==> src/rtl/mptw_mem_arbiter_if.sv <==
// Memory port bundle shared by the walker stages and the system memory side.
// NUM_PORTS > 1 carries one lane per requester; NUM_PORTS = 1 is the shared port.
interface mptw_mem_arbiter_if #(
    parameter int unsigned NUM_PORTS  = 1,
    parameter int unsigned DATA_WIDTH = 64,
    parameter int unsigned ADDR_WIDTH = 64
);
    logic [NUM_PORTS-1:0]                     req;
    logic [NUM_PORTS-1:0]                     gnt;
    logic [NUM_PORTS-1:0]                     valid;
    logic [NUM_PORTS-1:0][ADDR_WIDTH-1:0]     addr;
    logic [NUM_PORTS-1:0][DATA_WIDTH-1:0]     wdata;
    logic [NUM_PORTS-1:0]                     we;
    logic [NUM_PORTS-1:0][DATA_WIDTH/8-1:0]   be;
    logic [NUM_PORTS-1:0][DATA_WIDTH-1:0]     rdata;
    logic [NUM_PORTS-1:0]                     error;

    modport master (
        output req, addr, wdata, we, be,
        input  gnt, valid, rdata, error
    );

    modport slave (
        input  req, addr, wdata, we, be,
        output gnt, valid, rdata, error
    );
endinterface

==> src/rtl/mptw_mem_arbiter.sv <==
// Shares one memory port among the MPT walker stages with in-order response routing.
// Define MPTW_ARB_FIXED_PRIO_EN for fixed priority (lowest index wins) instead of round-robin.
module mptw_mem_arbiter #(
    parameter int unsigned NUM_REQ         = 3,
    parameter int unsigned DATA_WIDTH      = 64,
    parameter int unsigned ADDR_WIDTH      = 64,
    parameter int unsigned MAX_OUTSTANDING = 4
) (
    input  logic                              clk_i,
    input  logic                              rst_ni,
    mptw_mem_arbiter_if.slave                 req_mem,
    mptw_mem_arbiter_if.master                mem,
    output logic [$clog2(MAX_OUTSTANDING):0]  outstanding_o,
    output logic                              spurious_rsp_o
);
    localparam int unsigned ID_W  = $clog2(NUM_REQ);
    localparam int unsigned PTR_W = (MAX_OUTSTANDING > 1) ? $clog2(MAX_OUTSTANDING) : 1;
    localparam int unsigned CNT_W = $clog2(MAX_OUTSTANDING) + 1;

    typedef logic [ID_W-1:0]  req_id_t;
    typedef logic [PTR_W-1:0] ptr_t;

    req_id_t            id_fifo [MAX_OUTSTANDING];
    ptr_t               wr_ptr;
    ptr_t               rd_ptr;
    logic [CNT_W-1:0]   count;
    req_id_t            sel;
    req_id_t            hold_sel;
    req_id_t            head;
    logic               hold_valid;
    logic               any_req;
    logic               full;
    logic               fifo_empty;
    logic               mem_req_c;
    logic               xfer;
    logic               rsp_fire;
`ifndef MPTW_ARB_FIXED_PRIO_EN
    req_id_t            rr_ptr;
`endif

    function automatic ptr_t ptr_inc(input ptr_t p);
        return (p == PTR_W'(MAX_OUTSTANDING - 1)) ? '0 : p + 1'b1;
    endfunction

    assign any_req    = |req_mem.req;
    assign full       = (count == CNT_W'(MAX_OUTSTANDING));
    assign fifo_empty = (count == '0);
    assign mem_req_c  = any_req && !full;
    assign xfer       = mem_req_c && mem.gnt[0];
    assign rsp_fire   = mem.valid[0] && !fifo_empty;
    assign head       = id_fifo[rd_ptr];

    // A requester that was offered but not accepted keeps the selection until it transfers.
    always_comb begin : select_requester
        // NOTE: every variable gets a default first, so no path leaves it unassigned (no latch).
        sel = '0;
`ifdef MPTW_ARB_FIXED_PRIO_EN
        for (int i = NUM_REQ - 1; i >= 0; i--) begin
            if (req_mem.req[req_id_t'(i)]) sel = req_id_t'(i);
        end
`else
        for (int k = NUM_REQ - 1; k >= 0; k--) begin
            int idx;
            idx = int'(rr_ptr) + k;
            if (idx >= int'(NUM_REQ)) idx = idx - int'(NUM_REQ);
            if (req_mem.req[req_id_t'(idx)]) sel = req_id_t'(idx);
        end
`endif
        if (hold_valid && req_mem.req[hold_sel]) sel = hold_sel;
    end

    assign mem.req[0]   = mem_req_c;
    assign mem.addr[0]  = mem_req_c ? req_mem.addr[sel]  : '0;
    assign mem.wdata[0] = mem_req_c ? req_mem.wdata[sel] : '0;
    assign mem.we[0]    = mem_req_c ? req_mem.we[sel]    : 1'b0;
    assign mem.be[0]    = mem_req_c ? req_mem.be[sel]    : '0;

    always_comb begin : route
        req_mem.gnt   = '0;
        req_mem.valid = '0;
        req_mem.rdata = '0;
        req_mem.error = '0;
        if (xfer) req_mem.gnt[sel] = 1'b1;
        if (rsp_fire) begin
            req_mem.valid[head] = 1'b1;
            req_mem.rdata[head] = mem.rdata[0];
            req_mem.error[head] = mem.error[0];
        end
    end

    // NOTE: sequential state uses non-blocking assignments so every flop samples pre-edge values.
    always_ff @(posedge clk_i or negedge rst_ni) begin
        if (!rst_ni) begin
            wr_ptr         <= '0;
            rd_ptr         <= '0;
            count          <= '0;
            hold_valid     <= 1'b0;
            hold_sel       <= '0;
            spurious_rsp_o <= 1'b0;
`ifndef MPTW_ARB_FIXED_PRIO_EN
            rr_ptr         <= '0;
`endif
        end else begin
            if (xfer) begin
                wr_ptr <= ptr_inc(wr_ptr);
`ifndef MPTW_ARB_FIXED_PRIO_EN
                rr_ptr <= (sel == req_id_t'(NUM_REQ - 1)) ? '0 : sel + 1'b1;
`endif
            end
            if (rsp_fire) rd_ptr <= ptr_inc(rd_ptr);
            if (xfer && !rsp_fire) begin
                count <= count + 1'b1;
            end else if (!xfer && rsp_fire) begin
                count <= count - 1'b1;
            end
            if (mem.valid[0] && fifo_empty) spurious_rsp_o <= 1'b1;
            hold_valid <= any_req && !xfer;
            hold_sel   <= sel;
        end
    end

    // NOTE: the ID storage has no reset; entries are only read once the count says they were written.
    always_ff @(posedge clk_i) begin
        if (xfer) id_fifo[wr_ptr] <= sel;
    end

    assign outstanding_o = count;
endmodule

==> src/flat_wrapper.sv <==
// flat-port wrapper written by rule: the top's interface ports become plain ports
module mptw_mem_arbiter_flat 
#(
    parameter int unsigned NUM_REQ         = 3,
    parameter int unsigned DATA_WIDTH      = 64,
    parameter int unsigned ADDR_WIDTH      = 64,
    parameter int unsigned MAX_OUTSTANDING = 4
)
  (clk_i, rst_ni, outstanding_o, spurious_rsp_o, req_mem_req, req_mem_addr, req_mem_wdata, req_mem_we, req_mem_be, req_mem_gnt, req_mem_valid, req_mem_rdata, req_mem_error, mem_req, mem_addr, mem_wdata, mem_we, mem_be, mem_gnt, mem_valid, mem_rdata, mem_error);
  mptw_mem_arbiter_if #(.NUM_PORTS(NUM_REQ), .DATA_WIDTH(DATA_WIDTH), .ADDR_WIDTH(ADDR_WIDTH)) req_mem_i ();
  mptw_mem_arbiter_if #(.NUM_PORTS(1), .DATA_WIDTH(DATA_WIDTH), .ADDR_WIDTH(ADDR_WIDTH)) mem_i ();
  input  logic clk_i;
  input  logic rst_ni;
  output logic [$clog2(MAX_OUTSTANDING):0] outstanding_o;
  output logic spurious_rsp_o;
  input wire logic [$bits(req_mem_i.req)-1:0] req_mem_req;
  input wire logic [$bits(req_mem_i.addr)-1:0] req_mem_addr;
  input wire logic [$bits(req_mem_i.wdata)-1:0] req_mem_wdata;
  input wire logic [$bits(req_mem_i.we)-1:0] req_mem_we;
  input wire logic [$bits(req_mem_i.be)-1:0] req_mem_be;
  output wire logic [$bits(req_mem_i.gnt)-1:0] req_mem_gnt;
  output wire logic [$bits(req_mem_i.valid)-1:0] req_mem_valid;
  output wire logic [$bits(req_mem_i.rdata)-1:0] req_mem_rdata;
  output wire logic [$bits(req_mem_i.error)-1:0] req_mem_error;
  output wire logic [$bits(mem_i.req)-1:0] mem_req;
  output wire logic [$bits(mem_i.addr)-1:0] mem_addr;
  output wire logic [$bits(mem_i.wdata)-1:0] mem_wdata;
  output wire logic [$bits(mem_i.we)-1:0] mem_we;
  output wire logic [$bits(mem_i.be)-1:0] mem_be;
  input wire logic [$bits(mem_i.gnt)-1:0] mem_gnt;
  input wire logic [$bits(mem_i.valid)-1:0] mem_valid;
  input wire logic [$bits(mem_i.rdata)-1:0] mem_rdata;
  input wire logic [$bits(mem_i.error)-1:0] mem_error;
  assign req_mem_i.req = req_mem_req;
  assign req_mem_i.addr = req_mem_addr;
  assign req_mem_i.wdata = req_mem_wdata;
  assign req_mem_i.we = req_mem_we;
  assign req_mem_i.be = req_mem_be;
  assign req_mem_gnt = req_mem_i.gnt;
  assign req_mem_valid = req_mem_i.valid;
  assign req_mem_rdata = req_mem_i.rdata;
  assign req_mem_error = req_mem_i.error;
  assign mem_req = mem_i.req;
  assign mem_addr = mem_i.addr;
  assign mem_wdata = mem_i.wdata;
  assign mem_we = mem_i.we;
  assign mem_be = mem_i.be;
  assign mem_i.gnt = mem_gnt;
  assign mem_i.valid = mem_valid;
  assign mem_i.rdata = mem_rdata;
  assign mem_i.error = mem_error;
  mptw_mem_arbiter #(.NUM_REQ(NUM_REQ), .DATA_WIDTH(DATA_WIDTH), .ADDR_WIDTH(ADDR_WIDTH), .MAX_OUTSTANDING(MAX_OUTSTANDING)) u_core (.clk_i(clk_i), .rst_ni(rst_ni), .req_mem(req_mem_i), .mem(mem_i), .outstanding_o(outstanding_o), .spurious_rsp_o(spurious_rsp_o));
endmodule
==> config.mk <==
export PLATFORM = sky130hd
export DESIGN_NAME = mptw_mem_arbiter_flat
export DESIGN_NICKNAME = d
export VERILOG_FILES = /design/src/rtl/mptw_mem_arbiter_if.sv /design/src/rtl/mptw_mem_arbiter.sv /design/src/flat_wrapper.sv
export SDC_FILE = /design/constraint.sdc
export NUM_CORES = 1
export LEC_CHECK = 0
export ABC_CLOCK_PERIOD_IN_PS = 3400
export CORE_AREA = 2 2 318 320
export DETAILED_ROUTE_END_ITERATION = 6
export DIE_AREA = 0 0 320 322
export GPL_TIMING_DRIVEN = 0
export PLACE_DENSITY = 0.37
export SYNTH_ARGS = -nofsm -noshare
export SYNTH_HDL_FRONTEND = slang
export SYNTH_SLANG_ARGS = --single-unit
==> constraint.sdc <==
create_clock -name clk_i -period 3.4 [get_ports clk_i]
set_clock_uncertainty 0.1 [all_clocks]
set_input_delay 0.68 -clock clk_i [delete_from_list [all_inputs] [get_ports clk_i]]
set_output_delay 0.68 -clock clk_i [all_outputs]
set_load 0.005 [all_outputs]
==> impl_results.md <==
* Final Routed Wirelength at 90.0 mm
* # rows at 116
* Via Count at ~12,000
* CP arrival at 2960 ps
* Pre-antenna DRT Iters at 4
* PortBufs at between 800 and 900
* FF-to-FF End: u_core.outstanding_o[2]$_DFFE_PN0P_
* Synth Register Bits at 21
* R2R Setup Slk at about 760 ps
* CP Max Fanout at 6
* Slew @ Worst Pin at 672 ps
* Min-delay worst type: flip-flop to flip-flop
* Syn. warnings at 0
* Failing checks: negative setup slack
* Most frequent cells in the layout: clkdlybuf4s50_1 (565), and2_1 (191), nand3_1 (125)
* Post-Syn Nets at between 1,000 and 1,500
* Slack of the critical path at -336 ps
* Prevailing post-synth register cell: dfrtp_1
* Layout cells sized above 1 at 33.7%
* Vias in the first global route at 12,400
* Worst-skew pair later-pin latency at roughly 260 ps
* DIE HEIGHT at 322 um
* Worst-path clk slew at 60 ps
* PD cells at 965 nW/um^2
* Clock buffer depth at 2
* Final slew viol count at 0
* Post-DP HPWL at around 70 mm
* Final hold violations at 0
* # clock sinks at 21
* Lkg Pwr at roughly 9.4 nW
* Initial antenna violation count at 23
* Largest net degree at the start of global routing at 14
* Maxcap violations at 0
* Ys async rst share at 61.9%
* Peak supply drop at 0.480 mV
* Fmax at 268 MHz
* Post-Syn Instances at 980
* Count of cell types in the netlist at 43
* RSZ-0062 raised after global routing: true
* IO Count at 826
* TritonCTS Buffers at 3
* Post-synth EDFFs at 8
* Initial DRC count at 686
* WL met3 at 6.69 mm
* Worst setup SP type: flip-flop
* Hold slack final at about 380 ps
* WL per Instance at 27.6 um
* Pwr Total at 20.4 mW
* Area grow syn2layout at 253%
* CTS tree: yes
* Placer Congestion at slightly below 0.9
* Metal2 WL at roughly 47 mm
* Worst slew margin at between 50% and 60%
* WP data required at between 2000 and 3000 ps
* Die Wd at ~320 um
* DR vias/cell at 3.75
* Worst hold path depth at 1
* Die ar. at 103,000 um^2
* Final Cycle Share at 110%
* Sequential fraction of the synthesis area at 9.44%
* # H-tree levels at 1
* Setup violations, final at 138
* CP cell instances: inv_2 -> ha_4 -> mux2i_4 -> o32ai_4 -> or4_4 -> buf_12 -> buf_16 -> buf_12 -> a31oi_4 -> a21oi_2 -> buf_2
* Synthesized area per cell at 6.11 um^2
* Initial core utilization at 6.02%
* Core area at 99,600 um^2
* Met1 Wirelength at 33.7 mm
* Fin nets at 2,444
* Synthesized cell area at between 5000 and 6000 um^2
* Setup CP Type: flip-flop to output pin
* Worst Setup End Kind: output pin
* Remaining global-route overflow at 0
* Dpl ws at -2370 ps
* Total GRT Usage at ~16%
* Tmin final at 3740 ps
* First-pass GRT wire length at between 100 and 150 mm
* Hold_sp: u_core.spurious_rsp_o$_DFFE_PN0P_
* Highest Signal Layer: met5
* Worst r2r src: u_core.outstanding_o[0]$_DFFE_PN0P_
* Crit-path slowest cell: or4_4
* Cell mode on critical path: buf_12
* Status: finished with violations
* Hold EP: u_core.spurious_rsp_o$_DFFE_PN0P_
* Antenna Violating Nets Remaining at 0
* Crit path max-delay family: buffers and inverters
* Crit path largest cell delay at 580 ps
* Drc violations at 0
* Commonest non-fill, non-tap cell in the layout: clkdlybuf4s50_1
* Root Driver: clkbuf_16
* WP buf/inv at 5
* Worst r2r path cells at 11
[worst register-to-register path: stages (launching register included)]
cell	delay, ps
dfrtp_1	480
nor2_1	130
a21oi_4	180
buf_8	170
nand2_1	230
clkinv_2	190
ha_1	200
inv_1	60
fa_1	380
xor2_1	170
nor2_1	110
xor2_1	170
[through the flow]
stage | TNS (ps) | cell area (um^2) | util [%] | instances
3_3_place_gp | -588850 | 15900 | 15.9 | 3103
5_1_grt | -41230 | 21200 | 21.3 | 3256
2_1_floorplan | 0 | 5990 | - | 980
3_5_place_dp | -434210 | 15900 | 16.0 | 3104
4_1_cts | -26520 | 19300 | 19.3 | 3199
6_report | -25190 | 21200 | 21.3 | 3256
[kinds of logic after synthesis]
logic type	share of synthesized area, %
muxes	1.98
and+or+nand+nor	35.5
AOI/OAI and AO/OA	39.1
adders and majority gates	2.21
DFF	9.44
xor gates and xnor gates	0.439
buffers and inverters	11.3
[worst max path at each step]
stage / startpoint / end / depth (start not counted)
final: u_core.rr_ptr[0]$_DFFE_PN0P_ / mem_addr[58] / 11
after global routing: u_core.rr_ptr[0]$_DFFE_PN0P_ / mem_wdata[60] / 14
after CTS: u_core.rr_ptr[0]$_DFFE_PN0P_ / mem_addr[58] / 11
after detailed placement: req_mem_req[1] / mem_wdata[42] / 9
after global placement: req_mem_req[1] / mem_wdata[58] / 8
after floorplan: u_core.rr_ptr[0]$_DFFE_PN0P_ / mem_addr[56] / 10
[routing by layer]
layer	track usage (%)	vias up
li1	-	5569
met1	17.5	5905
met2	30.5	656
met3	3.80	87
met4	3.47	6
met5	0	-
[sequential cells by signal, summed over array words and instances, names as in the netlist]
name / cells
u_core.outstanding_o: 3
u_core.hold_sel: 2
u_core.id_fifo: 8
u_core.wr_ptr: 2
u_core.rr_ptr: 2
u_core.rd_ptr: 2
u_core.spurious_rsp_o: 1
u_core.hold_valid: 1
[power breakdown]
part	internal (mW)	switching (mW)
combinational	9.55	10.1
sequential	0.379	0.105
clock	0.159	0.0970
total	10.1	10.3
[cell usage after synthesis, types with 2 or more instances]
cell type / count / area, um^2
nand2b_1: 3 / 18.8
inv_1: 6 / 22.5
mux4_2: 2 / 45.0
o21ai_1: 2 / 10.0
ha_1: 9 / 113
o21ai_0: 141 / 706
buf_2: 25 / 125
mux2_2: 3 / 33.8
inv_2: 2 / 7.51
nand3_1: 138 / 691
nor3b_1: 2 / 15.0
xor2_1: 2 / 17.5
and2_1: 196 / 1230
dfrtp_1: 13 / 325
nor3_1: 7 / 35.0
clkbuf_1: 88 / 330
a31oi_1: 137 / 857
mux2i_1: 4 / 40.0
nor2_1: 5 / 18.8
edfxtp_1: 8 / 240
nand2_1: 7 / 26.3
a21oi_1: 138 / 691
a21o_1: 2 / 15.0
and3_1: 5 / 31.3
or3_1: 2 / 12.5
buf_6: 16 / 180
[layout make-up]
| class | instances | area [um^2] |
|---|---|---|
| fillers | 11100 | 78400 |
| clock buffers | 3 | 75.1 |
| inverters | 9 | 61.3 |
| well taps | 1298 | 1620 |
| flip-flops and latches | 21 | 568 |
| plain buffers | 120 | 1860 |
| multi-input cells | 820 | 6950 |
| repair buffers | 976 | 10000 |
| diodes | 8 | 20.0 |
| clock inverters | 1 | 7.51 |
[timing repair]
item,CTS,global route
endpoints found under the setup margin,342,281
gates cloned,17,17
hold buffers,0,0
pin swaps,126,71
buffers inserted,79,40
resized for setup,1177,368
Power figures use the tool's default switching activity.
